--- config.mk ---
export PLATFORM = sky130hd
export DESIGN_NAME = i3c_target_sdr_flat
export DESIGN_NICKNAME = d
export VERILOG_FILES = /design/src/rtl/i3c_target_sdr_if.sv /design/src/rtl/i3c_target_sdr.sv /design/src/flat_wrapper.sv
export SDC_FILE = /design/constraint.sdc
export NUM_CORES = 1
export LEC_CHECK = 0
export ABC_CLOCK_PERIOD_IN_PS = 5200
export BUFFER_PORTS_ARGS = -buffer_cell sky130_fd_sc_hd__buf_4
export CORE_MARGIN = 8
export CORE_UTILIZATION = 38
export DETAILED_ROUTE_END_ITERATION = 6
export PLACE_DENSITY_LB_ADDON = 0.05
export SLEW_MARGIN = 10
export SYNTH_ARGS = -nofsm -noshare
export SYNTH_HDL_FRONTEND = slang
export SYNTH_SLANG_ARGS = --single-unit
--- constraint.sdc ---
create_clock -name clk -period 5.2 [get_ports clk]
set_clock_uncertainty 0.05 [all_clocks]
set_input_delay 1.04 -clock clk [delete_from_list [all_inputs] [get_ports clk]]
set_output_delay 1.04 -clock clk [all_outputs]
set_load 0.05 [all_outputs]
--- src/rtl/i3c_target_sdr_if.sv ---
// Pad-side and user-side signals of the SDR target.
// master = pad/host side, slave = the target itself.
interface i3c_target_sdr_if;
    logic       scl_i;
    logic       sda_i;
    logic       sda_low;
    logic [7:0] rx_data;
    logic       rx_valid;
    logic [7:0] tx_data;
    logic       tx_ack;
    logic       busy;
    logic       start_seen;

    modport master (
        output scl_i, sda_i, tx_data,
        input  sda_low, rx_data, rx_valid,
        input  tx_ack, busy, start_seen
    );

    modport slave (
        input  scl_i, sda_i, tx_data,
        output sda_low, rx_data, rx_valid,
        output tx_ack, busy, start_seen
    );
endinterface

--- src/rtl/i3c_target_sdr.sv ---
// Open-drain SDR target: START/STOP detect, static address match,
// byte write strobe and byte read from a host register.
module i3c_target_sdr #(
    parameter logic [6:0] ADDR        = 7'h2A,
    parameter int         SYNC_STAGES = 2
) (
    input logic               clk,
    input logic               rst,
    i3c_target_sdr_if.slave   bus
);

    typedef enum logic [2:0] {
        S_IDLE, S_ADDR, S_ADDR_ACK, S_WR_DATA,
        S_WR_ACK, S_RD_DATA, S_RD_ACK, S_IGNORE
    } state_t;

    logic [SYNC_STAGES-1:0] scl_sync;
    logic [SYNC_STAGES-1:0] sda_sync;
    logic                   scl_prev;
    logic                   sda_prev;
    logic                   scl_q;
    logic                   sda_q;
    logic                   scl_rise;
    logic                   scl_fall;
    logic                   start_ev;
    logic                   stop_ev;

    state_t     state;
    logic [2:0] bit_cnt;
    logic [7:0] shreg;
    logic [7:0] tx_sh;
    logic [7:0] rx_next;
    logic       rw;
    logic       rd_ok;

    // Idle-high reset value keeps reset from looking like an edge
    always_ff @(posedge clk) begin
        if (rst) begin
            scl_sync <= '1;
            sda_sync <= '1;
            scl_prev <= 1'b1;
            sda_prev <= 1'b1;
        end else begin
            scl_sync <= {scl_sync[SYNC_STAGES-2:0], bus.scl_i};
            sda_sync <= {sda_sync[SYNC_STAGES-2:0], bus.sda_i};
            scl_prev <= scl_q;
            sda_prev <= sda_q;
        end
    end

    assign scl_q    = scl_sync[SYNC_STAGES-1];
    assign sda_q    = sda_sync[SYNC_STAGES-1];
    assign scl_rise = scl_q & ~scl_prev;
    assign scl_fall = ~scl_q & scl_prev;
    assign start_ev = scl_q & scl_prev & sda_prev & ~sda_q;
    assign stop_ev  = scl_q & scl_prev & ~sda_prev & sda_q;
    assign rx_next  = {shreg[6:0], sda_q};

    // In the ACK states sda_low doubles as the phase marker:
    // low = waiting to drive ACK, high = ACK clock in progress.
    always_ff @(posedge clk) begin
        if (rst) begin
            state          <= S_IDLE;
            bit_cnt        <= 3'd0;
            shreg          <= 8'h00;
            tx_sh          <= 8'h00;
            rw             <= 1'b0;
            rd_ok          <= 1'b0;
            bus.sda_low    <= 1'b0;
            bus.rx_data    <= 8'h00;
            bus.rx_valid   <= 1'b0;
            bus.tx_ack     <= 1'b0;
            bus.busy       <= 1'b0;
            bus.start_seen <= 1'b0;
        end else begin
            bus.rx_valid   <= 1'b0;
            bus.tx_ack     <= 1'b0;
            bus.start_seen <= 1'b0;
            if (start_ev) begin
                state          <= S_ADDR;
                bit_cnt        <= 3'd0;
                bus.start_seen <= 1'b1;
                bus.sda_low    <= 1'b0;
            end else if (stop_ev) begin
                state       <= S_IDLE;
                bus.busy    <= 1'b0;
                bus.sda_low <= 1'b0;
            end else begin
                unique case (state)
                    S_IDLE, S_IGNORE: bus.sda_low <= 1'b0;
                    S_ADDR: if (scl_rise) begin
                        shreg   <= rx_next;
                        bit_cnt <= bit_cnt + 3'd1;
                        if (bit_cnt == 3'd7) begin
                            rw <= sda_q;
                            if (shreg[6:0] == ADDR) begin
                                state    <= S_ADDR_ACK;
                                bus.busy <= 1'b1;
                            end else begin
                                state    <= S_IGNORE;
                                bus.busy <= 1'b0;
                            end
                        end
                    end
                    S_ADDR_ACK: if (scl_fall) begin
                        if (!bus.sda_low) begin
                            bus.sda_low <= 1'b1;
                        end else if (rw) begin
                            tx_sh       <= bus.tx_data;
                            bus.tx_ack  <= 1'b1;
                            bus.sda_low <= ~bus.tx_data[7];
                            bit_cnt     <= 3'd0;
                            state       <= S_RD_DATA;
                        end else begin
                            bus.sda_low <= 1'b0;
                            bit_cnt     <= 3'd0;
                            state       <= S_WR_DATA;
                        end
                    end
                    S_WR_DATA: if (scl_rise) begin
                        shreg   <= rx_next;
                        bit_cnt <= bit_cnt + 3'd1;
                        if (bit_cnt == 3'd7) begin
                            bus.rx_data  <= rx_next;
                            bus.rx_valid <= 1'b1;
                            state        <= S_WR_ACK;
                        end
                    end
                    S_WR_ACK: if (scl_fall) begin
                        if (!bus.sda_low) begin
                            bus.sda_low <= 1'b1;
                        end else begin
                            bus.sda_low <= 1'b0;
                            bit_cnt     <= 3'd0;
                            state       <= S_WR_DATA;
                        end
                    end
                    S_RD_DATA: if (scl_fall) begin
                        if (bit_cnt == 3'd7) begin
                            bus.sda_low <= 1'b0;
                            bit_cnt     <= 3'd0;
                            rd_ok       <= 1'b0;
                            state       <= S_RD_ACK;
                        end else begin
                            bus.sda_low <= ~tx_sh[6];
                            tx_sh       <= {tx_sh[6:0], 1'b0};
                            bit_cnt     <= bit_cnt + 3'd1;
                        end
                    end
                    S_RD_ACK: begin
                        if (scl_rise) begin
                            if (sda_q) begin
                                state    <= S_IGNORE;
                                bus.busy <= 1'b0;
                            end else begin
                                rd_ok <= 1'b1;
                            end
                        end else if (scl_fall && rd_ok) begin
                            tx_sh       <= bus.tx_data;
                            bus.tx_ack  <= 1'b1;
                            bus.sda_low <= ~bus.tx_data[7];
                            bit_cnt     <= 3'd0;
                            state       <= S_RD_DATA;
                        end
                    end
                    default: state <= S_IDLE;
                endcase
            end
        end
    end

endmodule

--- src/flat_wrapper.sv ---
// flat-port wrapper written by rule: the top's interface ports become plain ports
module i3c_target_sdr_flat 
#(
    parameter logic [6:0] ADDR        = 7'h2A,
    parameter int         SYNC_STAGES = 2
)
  (clk, rst, bus_scl_i, bus_sda_i, bus_tx_data, bus_sda_low, bus_rx_data, bus_rx_valid, bus_tx_ack, bus_busy, bus_start_seen);
  i3c_target_sdr_if bus_i ();
  input logic clk;
  input logic rst;
  input wire logic [$bits(bus_i.scl_i)-1:0] bus_scl_i;
  input wire logic [$bits(bus_i.sda_i)-1:0] bus_sda_i;
  input wire logic [$bits(bus_i.tx_data)-1:0] bus_tx_data;
  output wire logic [$bits(bus_i.sda_low)-1:0] bus_sda_low;
  output wire logic [$bits(bus_i.rx_data)-1:0] bus_rx_data;
  output wire logic [$bits(bus_i.rx_valid)-1:0] bus_rx_valid;
  output wire logic [$bits(bus_i.tx_ack)-1:0] bus_tx_ack;
  output wire logic [$bits(bus_i.busy)-1:0] bus_busy;
  output wire logic [$bits(bus_i.start_seen)-1:0] bus_start_seen;
  assign bus_i.scl_i = bus_scl_i;
  assign bus_i.sda_i = bus_sda_i;
  assign bus_i.tx_data = bus_tx_data;
  assign bus_sda_low = bus_i.sda_low;
  assign bus_rx_data = bus_i.rx_data;
  assign bus_rx_valid = bus_i.rx_valid;
  assign bus_tx_ack = bus_i.tx_ack;
  assign bus_busy = bus_i.busy;
  assign bus_start_seen = bus_i.start_seen;
  i3c_target_sdr #(.ADDR(ADDR), .SYNC_STAGES(SYNC_STAGES)) u_core (.clk(clk), .rst(rst), .bus(bus_i));
endmodule
Word-level counts from Yosys, hierarchy flattened:

Index checks and enable logic that the tools add are counted.

* flip-flop bits (word level): 41
* bits of input ports: 12

* reductions and logical operators: 25
* add/subtract/negate cells: 1
* eq/ne operators: 46
* mux-type cells: 64
* bitwise gates (word level): 17

Operator list (count)
* 2-to-1 mux 3 bit: 22
* 2-to-1 mux 7 bit: 7
* inequality test 4 x 1 -> 1 bit, second input constant: 10
* inequality test 2 x 1 -> 1 bit, second input constant: 16
* 2-to-1 mux 1 bit: 28
* AND reduction 13 bit: 2
* case mux 7 bit (3 select lines): 1
* case mux 3 bit (6 select lines): 1
* equality test 3 bit, second input constant: 5
* inequality test 3 x 1 -> 1 bit, second input constant: 5
* case mux 3 bit (4 select lines): 1
* AND reduction 6 bit: 2
* inverter 1 bit: 10
* AND reduction 10 bit: 1
* AND reduction 5 bit: 2
* AND reduction 8 bit: 1
* nonzero test 8 bit: 1
* OR reduction 2 bit: 4
* AND 1 bit: 7
* equality test 7 x 6 -> 1 bit, second input constant: 1
* AND reduction 7 bit: 1
* equality test 3 x 2 -> 1 bit, second input constant: 2
* inequality test 2 bit, second input constant: 3
* case mux 1 bit (2 select lines): 3
* 16 further kinds: 17

Longest topological paths before layout:

* depth in word-level cells: 8
* mapped depth: 8

Worst setup path before layout:

OpenSTA, ideal clock, no wires.

* path kind: flip-flop to flip-flop
* start: register u_core.bus.sda_low
* end: register u_core.tx_sh[2]
* cell stages (with the launch flop): 7
* arrival time: 1899 ps
* clock period less this slack: 2028 ps
* path buffers: 1
* slack: 3172 ps
* path through: dfxtp_1 and4b_1 o21ai_0 a2111oi_4 buf_6 nor2_1 a211oi_2

* cells in the longest elaborated chain, start to end: 2

Ends and longest elaborated chain
* start: declaration: line i3c_target_sdr_if.sv:22 `output sda_low, rx_data, rx_valid,`
* start signal: assignment: line i3c_target_sdr.sv:111 `bus.sda_low <= ~bus.tx_data[7];`
* start signal: assignment: line i3c_target_sdr.sv:145 `bus.sda_low <= ~tx_sh[6];`
* start signal: assignment: line i3c_target_sdr.sv:161 `bus.sda_low <= ~bus.tx_data[7];`
* inequality test 2 x 1 -> 1 bit (no source line)
* AND reduction 10 bit (no source line)
* end signal: assignment: line i3c_target_sdr.sv:109 `tx_sh <= bus.tx_data;`
* end signal: assignment: line i3c_target_sdr.sv:146 `tx_sh <= {tx_sh[6:0], 1'b0};`
* end signal: assignment: line i3c_target_sdr.sv:159 `tx_sh <= bus.tx_data;`
* end: declaration: line i3c_target_sdr.sv:31 `logic [7:0] tx_sh;`

Every way passes these cells.
A chain may end at the register's enable or synchronous reset.

Worst setup path after layout:

* start: register u_core.state[2]
* end: register u_core.tx_sh[1]

* cells in the longest elaborated chain, start to end: 3
* elaborated cells between the ends (all ways): 13

Ends and longest elaborated chain
* start: declaration: line i3c_target_sdr.sv:28 `state_t state;`
* start signal: assignment: line i3c_target_sdr.sv:63 `state <= S_IDLE;`
* start signal: assignment: line i3c_target_sdr.sv:80 `state <= S_ADDR;`
* start signal: assignment: line i3c_target_sdr.sv:85 `state <= S_IDLE;`
* equality test 3 bit / equality test 3 x 2 -> 1 bit (equally long branches): line i3c_target_sdr.sv:89 `unique case (state)`
* inequality test 2 bit (no source line), or another cell as far along
* AND reduction 10 bit (no source line)

Parallel ways exist; a longest one is shown, timed or not.

==> metrics <==
Detail Placement HPWL=2.96 mm; Hold EP=u_core.sda_sync[1]; CTS root buf=clkbuf_8; Synth cell types=52; CP startpoint kind=flip-flop; PD cells=261 nW/um^2; fin crit share=0.525; Finish-stage setup viols=0; internal reg-to-reg setup slack=between 2 and 2.5 ns; Synth Instances=223; worst-path fanout max=23; fin cells=310; R2R depth=5; P&R area growth vs syn=15.4%; Syn Area/Cell=9.12 um^2; area share of the largest cell type after synthesis=0.403; syn nets=237; Setup crit end kind=flip-flop; commonest cells after routing, fill and taps aside=41 x dfxtp_1, 26 x nand2_1, 26 x nor2_1; hold wc startpoint=u_core.sda_sync[0]; fill count=around 540; initial core utilization=0.396; layout cell share with drive strength beyond 1=0.229; reg2reg end=u_core.tx_sh[1]; placed insts=302; routed vias/inst=5.15; die area=7950 um^2; top area cells in the synthesized netlist=dfxtp_1 40%, mux2i_1 9.8%, nand2_1 4.8%; Post-Syn Area=between 2000 and 2500 um^2; RSZ-0062 raised after global routing=no; yosys synthesis warning count=0; n_diodes=0; clk_lat worst skew=approximately 0.29 ns; Worst slew margin=0.469; CTS buffer count=5; largest net degree at the start of global routing=40; Final nets=253; Core ar.=5140 um^2; post-CTS resize count=0; GPL Wtd Cong=0.721; Worst path top cell family by delay=compound AO/OA/AOI/OAI gates; number of synthesized flops with an enable pin=0; row cnt=26; cell breakdown of the critical path=nand3b_2, or2_4, a2111oi_4, nor2_1, a211oi_1; CP Class=reg2reg; Max Fclk=roughly 0.37 GHz; Util after Layout=0.457; Cells on Worst Hold Path=1; Hold Vio Cnt, Final=0; vias in the first global route=1562; sequential fraction of the synthesis area=0.403; WP data required=5.35 ns; global-route wire length before repair=7.53 mm; port buffer count=24; cts-stage hold buffer count=0; worst endpoint data arrival time=2.88 ns; Period minus WS final=~2.7 ns; register bit total from synthesis=41; DRT antenna net count=0; starting DRC count in detailed routing=95; worst path buffer plus inverter count=0; initial antenna violation count=0; Post-CTS Setup Bufs=0; area leader, netlist=dfxtp_1; chip height=a little under 90 um; CTS clk-pin slew, worst paths=0.08 ns; commonest non-fill, non-tap cell in the layout=dfxtp_1; H-tree Lvls=2; Die W=89.2 um; drt first pass iters=4; Fin Setup TNS=0 ns; via count=between 1500 and 2000; Top FF cell, synth=dfxtp_1; number of remaining DRC errors=0; CP max-delay cell=dfxtp_1; routed len/inst=about 14 um; CTS sink count=41; max_cap viols=0; slew at the pin with the worst max-slew slack=0.796 ns; Async S/R FF share, synth=0; Hold WC Path Type=reg2reg; WHS=0.360 ns; VDD IR max=0.127 mV; Slew Viols, Final=0; global-route usage over all layers=0.119; TritonCTS clock tree=built; PnR Total Power=614 uW; Max clock buf depth=2; worst r2r src=u_core.state[2]; CP peak stage delay=0.79 ns; IO Count=25; Leakage Power=0.000900 uW; GR Overflow Total=0; final WL=4.40 mm; run status=complete, no violations
-- through the flow --
| step | setup WS [ns] | area (um^2) |
|---|---|---|
| 2_1_floorplan | 3.17 | 2030 |
| 3_3_place_gp | 2.57 | 2230 |
| 3_5_place_dp | 2.51 | 2230 |
| 4_1_cts | 2.46 | 2350 |
| 5_1_grt | 2.19 | 2350 |
| 6_report | 2.47 | 2350 |
-- cell type report --
class                   count  area (um^2)  area share
multi-input cells         163         1120       0.479
flip-flops and latches     41          821       0.350
repair buffers             25          188      0.0800
well taps                  70         87.6      0.0373
clock buffers               7         86.3      0.0368
clock inverters             1         30.0      0.0128
inverters                   3         11.3     0.00480
-- state kept, by name (all words and copies together), names as in the netlist, 2 cells and up --
register,count
u_core.state,3
u_core.shreg,7
u_core.scl_sync,2
u_core.bus.rx_data,8
u_core.bit_cnt,3
u_core.sda_sync,2
u_core.tx_sh,7
-- report_power, final --
part / switching [uW] / leakage, uW / internal (uW)
Sequential: 4.83 / 0.000331 / 316
Combinational: 13.9 / 0.000510 / 12.4
Clock: 110 / 0.0000585 / 157
Total: 128 / 0.000900 / 485
-- cell usage after synthesis, types with 2 or more instances --
cell / count
o221ai_1: 3
inv_1: 3
xor2_1: 2
nor3b_1: 4
mux2i_1: 20
o22ai_1: 2
a211oi_2: 3
nand4b_1: 2
buf_2: 4
nand3b_1: 2
dfxtp_1: 41
nor2b_1: 3
nor3_1: 4
nor2_1: 26
nand2_1: 26
buf_6: 2
nand2b_1: 4
and2b_1: 2
or2_2: 6
a21oi_1: 15
a211oi_1: 4
and4b_1: 2
clkbuf_1: 7
and4bb_2: 4
ha_1: 2
o21ai_0: 4
-- worst max-delay path by stage --
stage                             from  cells after the start              end
finish                 u_core.state[2]                      5  u_core.tx_sh[1]
global route           u_core.state[2]                      5  u_core.tx_sh[5]
CTS                    u_core.state[2]                      5  u_core.tx_sh[1]
detailed placement     u_core.state[2]                      5  u_core.tx_sh[2]
global placement       u_core.state[2]                      5  u_core.tx_sh[2]
floorplan           u_core.bus.sda_low                      6  u_core.tx_sh[2]
-- cell families after synthesis --
kind of cell,synth area share
AOI/OAI and AO/OA,0.172
xor gates and xnor gates,0.00861
adders and majority gates,0.0123
buffers and inverters,0.0474
DFF,0.403
muxes,0.104
and+or+nand+nor,0.252
-- per-layer routing --
layer  GRT usage  vias up  wire length, um
li1            -      822                -
met1       0.153      746             2160
met2       0.187       28             2020
met3      0.0340        2              192
met4      0.0393        0               24
met5           0        -                0
(Power assumes the default switching activity.)
